**config.mk**
```make
export PLATFORM = sky130hd
export DESIGN_NAME = ustc_psum_ctrl
export DESIGN_NICKNAME = d
export VERILOG_FILES = /design/src/rtl/ustc_pkg.sv /design/src/rtl/ustc_tile_counter.sv /design/src/rtl/ustc_psum_ctrl.sv
export SDC_FILE = /design/constraint.sdc
export NUM_CORES = 1
export LEC_CHECK = 0
export ABC_AREA = 1
export CORE_MARGIN = 2
export CORE_UTILIZATION = 48
export DETAILED_ROUTE_END_ITERATION = 10
export PLACE_DENSITY = 0.75
export REMOVE_ABC_BUFFERS = 1
export SETUP_SLACK_MARGIN = 0.5
export SLEW_MARGIN = 20
export SYNTH_ARGS = -nofsm -noshare
export SYNTH_HDL_FRONTEND = slang
export SYNTH_SLANG_ARGS = --single-unit
```
**constraint.sdc**
```tcl
create_clock -name clk -period 1.73 [get_ports clk]
set_input_delay 0.346 -clock clk [delete_from_list [all_inputs] [get_ports clk]]
set_output_delay 0.346 -clock clk [all_outputs]
set_load 0.01 [all_outputs]
```
**src/rtl/ustc_pkg.sv**
```systemverilog
// Shared definitions for the unstructured-sparse tile controller:
// FSM encoding, ctrl-field layout and tile-count helper.
package ustc_pkg;

  typedef enum logic [2:0] {
    ST_IDLE   = 3'd0,
    ST_RUN    = 3'd1,
    ST_TURN   = 3'd2,
    ST_FLUSH1 = 3'd3,
    ST_FLUSH2 = 3'd4,
    ST_OUT    = 3'd5
  } state_e;

  localparam int DW_CTRL        = 4;
  localparam int CTRL_VALID_BIT = DW_CTRL - 2;

  function automatic int calc_nt(input int n, input int tile_n);
    return n / tile_n;
  endfunction

endpackage

```
**src/rtl/ustc_tile_counter.sv**
```systemverilog
// Beat and tile counters for the partial-sum sequencer; flags the last
// beat of a tile and the last tile of a command.
module ustc_tile_counter
  import ustc_pkg::*;
#(
  parameter int NT      = 4,
  parameter int DW_KCNT = 8,
  parameter int DW_T    = 2
) (
  input  logic               clk,
  input  logic               rst,
  input  logic               load,
  input  logic [DW_KCNT-1:0] k_steps,
  input  logic               beat,
  input  logic               b_clr,
  input  logic               t_adv,
  output logic [DW_T-1:0]    t_nxt,
  output logic               last_beat,
  output logic               last_tile
);

  localparam logic [DW_KCNT-1:0] K_ONE  = DW_KCNT'(1);
  localparam logic [DW_KCNT-1:0] K_ZERO = DW_KCNT'(0);
  localparam logic [DW_T-1:0]    T_ONE  = DW_T'(1);
  localparam logic [DW_T-1:0]    T_ZERO = DW_T'(0);
  localparam logic [DW_T-1:0]    T_LAST = DW_T'(NT - 1);

  logic [DW_KCNT-1:0] b_r;
  logic [DW_KCNT-1:0] kq_r;
  logic [DW_KCNT-1:0] b_nxt_s;
  logic [DW_T-1:0]    t_r;

  // next beat and tile index
  always_comb begin
    b_nxt_s = b_r;
    t_nxt   = t_r;
    if (load) begin
      b_nxt_s = K_ZERO;
      t_nxt   = T_ZERO;
    end else begin
      if (b_clr) begin
        b_nxt_s = K_ZERO;
      end else if (beat) begin
        b_nxt_s = b_r + K_ONE;
      end else begin
        b_nxt_s = b_r;
      end
      if (t_adv) begin
        t_nxt = t_r + T_ONE;
      end else begin
        t_nxt = t_r;
      end
    end
  end

  // counter and latched beat-count registers
  always_ff @(posedge clk) begin
    if (rst) begin
      b_r  <= K_ZERO;
      t_r  <= T_ZERO;
      kq_r <= K_ZERO;
    end else begin
      b_r  <= b_nxt_s;
      t_r  <= t_nxt;
      kq_r <= load ? k_steps : kq_r;
    end
  end

  assign last_beat = (b_r == (kq_r - K_ONE));
  assign last_tile = (t_r == T_LAST);

endmodule

```
**src/rtl/ustc_psum_ctrl.sv**
```systemverilog
// Sequencer for the sparse partial-sum accumulator: walks column tiles,
// inserts the commit bubble between tiles, flushes, then hands off the result.
module ustc_psum_ctrl
  import ustc_pkg::*;
#(
  parameter int N       = 16,
  parameter int TILE_N  = 4,
  parameter int DW_POS  = 4,
  parameter int DW_KCNT = 8
) (
  input  logic               clk,
  input  logic               rst,
  input  logic               start,
  input  logic [DW_KCNT-1:0] k_steps,
  output logic               busy,
  output logic               done,
  input  logic               in_valid,
  output logic               in_ready,
  output logic [DW_POS-1:0]  col,
  output logic               input_en,
  output logic               out_en,
  input  logic               out_ready
);

  localparam int NT   = calc_nt(N, TILE_N);
  localparam int DW_T = $clog2(NT);

  if ((N < 2 * TILE_N) || ((N % TILE_N) != 0) || ((N - TILE_N) >= (2 ** DW_POS))) begin : g_bad_cfg
    $error("ustc_psum_ctrl: illegal N/TILE_N/DW_POS combination");
  end

  state_e              state_r;
  state_e              state_nxt_s;
  logic [DW_T-1:0]     t_nxt_s;
  logic                last_beat_s;
  logic                last_tile_s;
  logic                load_s;
  logic                beat_s;
  logic                t_adv_s;
  logic                b_clr_s;
  logic                busy_r;
  logic                in_ready_r;
  logic                input_en_r;
  logic                out_en_r;
  logic [DW_POS-1:0]   col_r;
  logic [DW_POS-1:0]   col_nxt_s;

  assign beat_s = in_valid & in_ready_r;

  ustc_tile_counter #(
    .NT      (NT),
    .DW_KCNT (DW_KCNT),
    .DW_T    (DW_T)
  ) u_cnt (
    .clk       (clk),
    .rst       (rst),
    .load      (load_s),
    .k_steps   (k_steps),
    .beat      (beat_s),
    .b_clr     (b_clr_s),
    .t_adv     (t_adv_s),
    .t_nxt     (t_nxt_s),
    .last_beat (last_beat_s),
    .last_tile (last_tile_s)
  );

  // next-state and counter control
  always_comb begin
    state_nxt_s = state_r;
    load_s      = 1'b0;
    t_adv_s     = 1'b0;
    b_clr_s     = 1'b0;
    case (state_r)
      ST_IDLE: begin
        if (start && (k_steps != {DW_KCNT{1'b0}})) begin
          load_s      = 1'b1;
          state_nxt_s = ST_RUN;
        end else begin
          state_nxt_s = ST_IDLE;
        end
      end
      ST_RUN: begin
        if (beat_s && last_beat_s) begin
          if (last_tile_s) begin
            state_nxt_s = ST_FLUSH1;
          end else begin
            t_adv_s     = 1'b1;
            state_nxt_s = ST_TURN;
          end
        end else begin
          state_nxt_s = ST_RUN;
        end
      end
      ST_TURN: begin
        b_clr_s     = 1'b1;
        state_nxt_s = ST_RUN;
      end
      ST_FLUSH1: state_nxt_s = ST_FLUSH2;
      ST_FLUSH2: state_nxt_s = ST_OUT;
      ST_OUT: begin
        if (out_ready) begin
          state_nxt_s = ST_IDLE;
        end else begin
          state_nxt_s = ST_OUT;
        end
      end
      default: state_nxt_s = ST_IDLE;
    endcase
  end

  // column presented in the upcoming state; zero while idle or flushing
  always_comb begin
    col_nxt_s = {DW_POS{1'b0}};
    case (state_nxt_s)
      ST_RUN, ST_TURN, ST_OUT: col_nxt_s = DW_POS'(t_nxt_s) * DW_POS'(TILE_N);
      default:                 col_nxt_s = {DW_POS{1'b0}};
    endcase
  end

  // state and registered outputs
  always_ff @(posedge clk) begin
    if (rst) begin
      state_r    <= ST_IDLE;
      busy_r     <= 1'b0;
      in_ready_r <= 1'b0;
      input_en_r <= 1'b0;
      out_en_r   <= 1'b0;
      col_r      <= {DW_POS{1'b0}};
    end else begin
      state_r    <= state_nxt_s;
      busy_r     <= (state_nxt_s != ST_IDLE);
      in_ready_r <= (state_nxt_s == ST_RUN);
      input_en_r <= (state_nxt_s == ST_RUN) || (state_nxt_s == ST_TURN);
      out_en_r   <= (state_nxt_s == ST_OUT);
      col_r      <= col_nxt_s;
    end
  end

  assign busy     = busy_r;
  assign in_ready = in_ready_r;
  assign input_en = input_en_r;
  assign out_en   = out_en_r;
  assign col      = col_r;
  // done tracks out_ready in the same cycle so the handshake closes at once
  assign done     = out_en_r & out_ready;

endmodule

```
======== Yosys cells after proc, flatten, opt, wreduce, memory -nomap -nowiden ========
Index checks and enable logic that the tools add are counted.
cells by class
  bitwise gates (word level) .............. 3
  reduce and logical (&&, ||, !) cells .... 9
  add/subtract/negate cells ............... 3
  equal/unequal tests ..................... 10
  mux-type cells .......................... 13
operator list
  operator               count
  $pmux W3 S6            1
  $eq A3 B2 Y1 const B   3
  $eq A3 B3 Y1 const B   3
  $add A8 B1 Y8 const B  1
  $eq A8 B8 Y1           1
  $mux W1                8
  $reduce_bool A8 Y1     1
  $sub A8 B1 Y8 const B  1
  $eq A3 B1 Y1 const B   2
  $mux W3                2
  $reduce_or A3 Y1       2
  $mux W2                2
  $logic_not A3 Y1       1
  $reduce_bool A3 Y1     1
  $add A2 B1 Y2 const B  1
  $and A1 B1 Y1          2
  $eq A2 B2 Y1 const B   1
  $logic_and A1 B1 Y1    2
  $reduce_or A2 Y1       1
  $logic_or A1 B1 Y1     1
  $not A1 Y1             1
word-level totals
  word-level logic and storage cells ...... 48
  bits in registers ....................... 29
  input port bits ......................... 13
  output and inout bits ................... 9

======== Logic depth before layout (Yosys ltp) ========
  word-level depth ........................ 9
  depth in mapped cells ................... 17
  depth with buffers taken out ............ 17

======== By module ========
From an unflattened synthesis, not the netlist that was laid out.
second synthesis, totals
  cells, all modules ...................... 219
  area total of the unflattened synthesis .. 1425.1 sq um
modules (own cells, without submodules)
  module             area an instance (sq um)  instances  seq. area each (sq um)  cells each
  ustc_tile_counter  997.2                     1          360.3                   154
  ustc_psum_ctrl     427.9                     1          180.2                   65

======== Worst setup path before layout ========
No wires, ideal clock.
  path type ............................... register -> register
  start ................................... register u_cnt.kq_r[0]
  end ..................................... register col_r[2] (netlist: col[2])
  setup slack ............................. 0.023 ns
  data required time ...................... 1.619 ns
  stages on the path, launching flop included .. 17
  path buffers ............................ 0
  arrival ................................. 1.595 ns
  period minus slack after synthesis ...... 1.707 ns
  library setup time ...................... 0.111 ns
  cell sequence ........................... dfxtp_1 > inv_2 > ha_1 > inv_2 > nor2_1 > nand2_1 > nand2_1 > nand2_1 > nor2_1 > nand3_1 > nor2_2 > and2_4 > nand2_2 > nand2_2 > nand2_2 > nand2_2 > nor2_1
on the way
  word-level cells in the longest chain between the ends .. 9
  elaborated cells on any way between the ends .. 15
  those cells by class .................... add/sub: 1; eq/ne: 4; mux: 6; bitwise: 1; reduce/logical: 3
ends and longest elaborated chain
  item                                  line                     RTL
  start, declared                       ustc_tile_counter.sv:29  logic [DW_KCNT-1:0] kq_r;
  start signal, assigned                ustc_tile_counter.sv:65  kq_r <= load ? k_steps : kq_r;
  $sub A8 B1 Y8 (*)                     ustc_tile_counter.sv:69  assign last_beat = (b_r == (kq_r - K_ONE));
  $eq A8 B8 Y1 (*)                      ustc_tile_counter.sv:69
  $logic_and A1 B1 Y1 (*)               ustc_psum_ctrl.sv:83     if (beat_s && last_beat_s) begin
  $mux W3                               ustc_psum_ctrl.sv:83
  $pmux W3 S6                           ustc_psum_ctrl.sv:73     case (state_r)
  $eq A3 B1 Y1 (tied with other cells)  ustc_psum_ctrl.sv:114    case (state_nxt_s)
  $reduce_or A3 Y1                      ustc_psum_ctrl.sv:114
  $not A1 Y1 (no line)                  -
  $reduce_or A2 Y1 (no line)            -
  end signal, assigned                  ustc_psum_ctrl.sv:128    col_r <= {DW_POS{1'b0}};
  end signal, assigned                  ustc_psum_ctrl.sv:135    col_r <= col_nxt_s;
  end, declared                         ustc_psum_ctrl.sv:45     logic [DW_POS-1:0] col_r;
Every way passes the cells marked *; elsewhere a longest branch is shown, timed or not.
A chain may end at the register's enable or synchronous reset.

======== Worst setup path after layout ========
  start ................................... register u_cnt.kq_r[1]
  end ..................................... register col_r[2] (netlist: col[2])
Same word-level chain as after synthesis.

==> results_tabular.tex <==
\begin{tabular}{lr}
\hline
Metric & Value \\
\hline
\multicolumn{2}{l}{\textbf{Run status}} \\
Status & complete, but fails checks \\
Violated checks & negative setup slack \\
\multicolumn{2}{l}{\textbf{Synthesis}} \\
Seq cells post-synth & 27 \\
Adder-cell share of the synthesized area & 2.54\% \\
Average size of a mapped cell & 6.72 sq um \\
Fraction of synthesized area in multiplexers & 0\% \\
Library cells used by synthesis & 27 \\
Post-synthesis simple-gate area fraction & 38.4\% \\
Count of mapped cells out of synthesis & 220 \\
Sequential-to-total area share from yosys stat & 36.5\% \\
Post-Synth XOR/XNOR Area & 4.74\% \\
Yosys synthesis warning count & 0 \\
Compound-Gate Fraction of Synth Area & 7.78\% \\
Cell area after synthesis & about 1500 sq um \\
Combinational family with the most area after synthesis & simple AND/OR/NAND/NOR gates \\
\multicolumn{2}{l}{\textbf{Clocking}} \\
CTS tree & yes \\
Hold bufs inserted after CTS & 0 \\
Clk root buf & sky130\_fd\_sc\_hd\_\_clkbuf\_4 \\
H-Tree Depth & 1 \\
Clock transition at path regs & 150 ps \\
Number of buffers on the longest clock path & 2 \\
Clock net sink count & 27 \\
Clock latency reported for the late side of the worst-skew pair & 330 ps \\
Number of buffers added by the clock tree synthesis step & 3 \\
\multicolumn{2}{l}{\textbf{Global routing}} \\
All-Layer GR Usage & 19.9\% \\
Global-route wire length before repair & 5470 microns \\
Largest net degree at the start of global routing & 18 \\
Number of global-route vias before repair & 1,349 \\
Global-route congestion overflow total & 0 \\
Initial antenna violation count & 0 \\
\multicolumn{2}{l}{\textbf{Min path}} \\
Class of the worst hold path & in -> reg \\
\multicolumn{2}{l}{\textbf{Worst setup path}} \\
Required time of the critical path & about 2000 ps \\
Startpoint class of the critical path & flop \\
Launch point of the critical path & u\_cnt.kq\_r[1] \\
Data arrival time of the worst path & a little over 2000 ps \\
CP endpoint kind & flop \\
Kind of critical path & reg -> reg \\
Cell depth of the worst flop-to-flop path & 15 \\
Endpoint of the worst register-to-register path & col[2] \\
Critical path endpoint & col[2] \\
Startpoint of the lowest-slack register-to-register path & u\_cnt.kq\_r[1] \\
Reg2reg setup slack & -40 ps \\
Maximum fanout encountered on the critical timing path & 4 \\
\multicolumn{2}{l}{\textbf{STA}} \\
Max-slew violation count & 0 \\
Unrepaired setup endpoints after global routing & yes \\
Final count of negative-setup-slack endpoints & 4 \\
Achievable clock frequency & 564 MHz \\
Setup tns final & -118 ps \\
Min cycle time layout & 1770 ps \\
Final Hold Fails & 0 \\
Final worst-path cycle share & 103\% \\
Post-layout worst setup margin & -44.5 ps \\
Worst hold-check slack & between 300 and 400 ps \\
Worst Skew & slightly above 0.9 ps \\
\multicolumn{2}{l}{\textbf{Detailed routing}} \\
Drt first pass iters & 4 \\
Via-per-instance ratio & 5.02 \\
Total number of vias & 1,462 \\
Number of DRC markers in iteration 0 & 43 \\
DR WL/cell & approximately 11 microns \\
DRT antenna net count & 0 \\
Number of DRC violations after detailed routing & 0 \\
Routed Wire Length & 3210 microns \\
\multicolumn{2}{l}{\textbf{Layout}} \\
Commonest non-fill, non-tap cell in the layout & sky130\_fd\_sc\_hd\_\_nand2\_1 \\
Proportion of layout cells with a drive suffix above 1 & 36.4\% \\
Layout-stage area growth over the synthesis result & 35.9\% \\
Commonest non-fill, non-tap cells in the layout & sky130\_fd\_sc\_hd\_\_nand2\_1, sky130\_fd\_sc\_hd\_\_nor2\_1, sky130\_fd\_sc\_hd\_\_inv\_1 \\
Final-stage net count & about 280 \\
Multi-input gate area & 948 sq um \\
Diode insertion count for antenna repair & 0 \\
Combined flip-flop and latch cell area & around 560 sq um \\
Fillers & 263 \\
\multicolumn{2}{l}{\textbf{Placement}} \\
Hpwl dp & $\sim$2300 microns \\
Port Buffers & 19 \\
Placer's final routability congestion estimate & between 0.9 and 1 \\
\multicolumn{2}{l}{\textbf{Floorplanning}} \\
Initial core utilization & 49.2\% \\
Floorplan row count & 20 \\
Area of the core & 3000 sq um \\
Die width & 59.5 microns \\
Top-level I/O count & 22 \\
Die footprint & 3540 sq um \\
Die Y-Extent & 59.5 microns \\
\multicolumn{2}{l}{\textbf{Power and ir drop}} \\
Largest voltage drop on the vdd net & 0.442 mV \\
Total power per unit cell area & between 600 and 700 nW/um\^{}2 \\
Leakage power & 0.910 nW \\
\multicolumn{2}{l}{\textbf{Run}} \\
Reported max-cap violation count & 0 \\
\hline
\end{tabular}
==> worst min path at each step <==
stage,from,to,depth (start not counted)
floorplan,rst,u_cnt.t_r[0],1
global placement,u_cnt.kq_r[7],u_cnt.kq_r[7],2
detailed placement,u_cnt.kq_r[7],u_cnt.kq_r[7],2
CTS,k_steps[6],u_cnt.kq_r[6],3
global route,k_steps[6],u_cnt.kq_r[6],3
finish,k_steps[6],u_cnt.kq_r[6],3
==> layer usage <==
metal	routed length, microns	global-route usage [%]	vias to the layer above
met4	22	6.35	0
met2	1540	34.5	28
li1	-	-	771
met3	99	1.97	2
met5	0	0	-
met1	1540	25.7	661
==> cells in the mapped netlist <==
library cell               count  area (sq um)
sky130_fd_sc_hd__nand2_1      45           169
sky130_fd_sc_hd__nor2_1       35           131
sky130_fd_sc_hd__dfxtp_1      27           541
sky130_fd_sc_hd__inv_1        25          93.8
sky130_fd_sc_hd__nand3_1      14          70.1
sky130_fd_sc_hd__o21ai_0      10          50.1
sky130_fd_sc_hd__a21oi_1       9          45.0
sky130_fd_sc_hd__nand2_2       7          43.8
sky130_fd_sc_hd__nand4_1       7          43.8
sky130_fd_sc_hd__xor2_1        7          61.3
sky130_fd_sc_hd__inv_2         5          18.8
sky130_fd_sc_hd__nor2_2        5          31.3
sky130_fd_sc_hd__nor3_1        4          20.0
sky130_fd_sc_hd__buf_4         3          22.5
sky130_fd_sc_hd__ha_1          3          37.5
sky130_fd_sc_hd__nand3_2       3          30.0
sky130_fd_sc_hd__and2_4        1          8.76
sky130_fd_sc_hd__and3_1        1          6.26
sky130_fd_sc_hd__buf_2         1          5.00
sky130_fd_sc_hd__clkbuf_1      1          3.75
sky130_fd_sc_hd__conb_1        1          3.75
sky130_fd_sc_hd__nor3b_1       1          7.51
sky130_fd_sc_hd__o21a_1        1          7.51
sky130_fd_sc_hd__o21ai_1       1          5.00
sky130_fd_sc_hd__o31ai_1       1          7.51
sky130_fd_sc_hd__or2_2         1          6.26
sky130_fd_sc_hd__xnor2_1       1          8.76
==> timing repair <==
action                                  CTS  global route
gates resized for setup                  67            39
endpoints found under the setup margin   32            27
pin swaps                                 9             4
endpoints found under the hold margin     0             0
setup buffers                             2             2
==> per-stage QoR <==
stage | util, % | power [W] | cells | area (sq um) | setup WS, ps
floorplan | - | 0.000885 | 216 | 1450 | 18.7
global placement | 59.8 | 0.000999 | 283 | 1800 | -224
detailed placement | 59.8 | 0.00100 | 283 | 1800 | -249
CTS | 62.8 | 0.00131 | 289 | 1890 | -33.9
global route | 66.9 | 0.00139 | 291 | 2010 | -219
finish | 66.9 | 0.00133 | 291 | 2010 | -44.5
==> flip-flops by register name (all words and copies together), names as in the netlist <==
| signal | flops |
|---|---|
| u_cnt.b_r | 8 |
| u_cnt.kq_r | 8 |
| state_r | 3 |
| col | 2 |
| u_cnt.t_r | 2 |
| busy | 1 |
| in_ready | 1 |
| input_en | 1 |
| out_en | 1 |
==> cell type report <==
| type | instances | area share, % |
|---|---|---|
| Clock buffer | 3 | 1.12 |
| Clock inverter | 1 | 0.249 |
| Inverter | 30 | 5.60 |
| Multi-Input combinational cell | 159 | 47.2 |
| Sequential cell | 27 | 27.8 |
| Tap cell | 33 | 2.05 |
| Timing Repair Buffer | 38 | 16.0 |
==> power by group <==
part           leakage, nW  internal, W  switching, W  total [W]
registers            0.225     0.000649     0.0000269   0.000675
logic                0.667     0.000162      0.000203   0.000364
clock network       0.0177    0.0000868      0.000199   0.000286
total                0.910     0.000897      0.000429    0.00133
==> worst max-delay path: stages, from the launching register on <==
cell and delay [ps]:
sky130_fd_sc_hd__dfxtp_2 350, sky130_fd_sc_hd__inv_2 70, sky130_fd_sc_hd__ha_4 140, sky130_fd_sc_hd__inv_2 50, sky130_fd_sc_hd__nor2_4 100, sky130_fd_sc_hd__nand2_2 70
sky130_fd_sc_hd__nand2_1 60, sky130_fd_sc_hd__nand2_1 40, sky130_fd_sc_hd__nor2_1 100, sky130_fd_sc_hd__nand3_1 100, sky130_fd_sc_hd__nor2_2 110, sky130_fd_sc_hd__and2_4 180
sky130_fd_sc_hd__nand3_2 90, sky130_fd_sc_hd__nand2_2 90, sky130_fd_sc_hd__nand3_2 70, sky130_fd_sc_hd__nor2_1 100
==> cells by family after synthesis <==
kind of cell,count (synthesis)
buffers and inverters,35
other,1
adders and majority gates,3
DFF,27
xor gates and xnor gates,8
AOI/OAI and AO/OA,22
and+or+nand+nor,124
(Power assumes the default switching activity.)
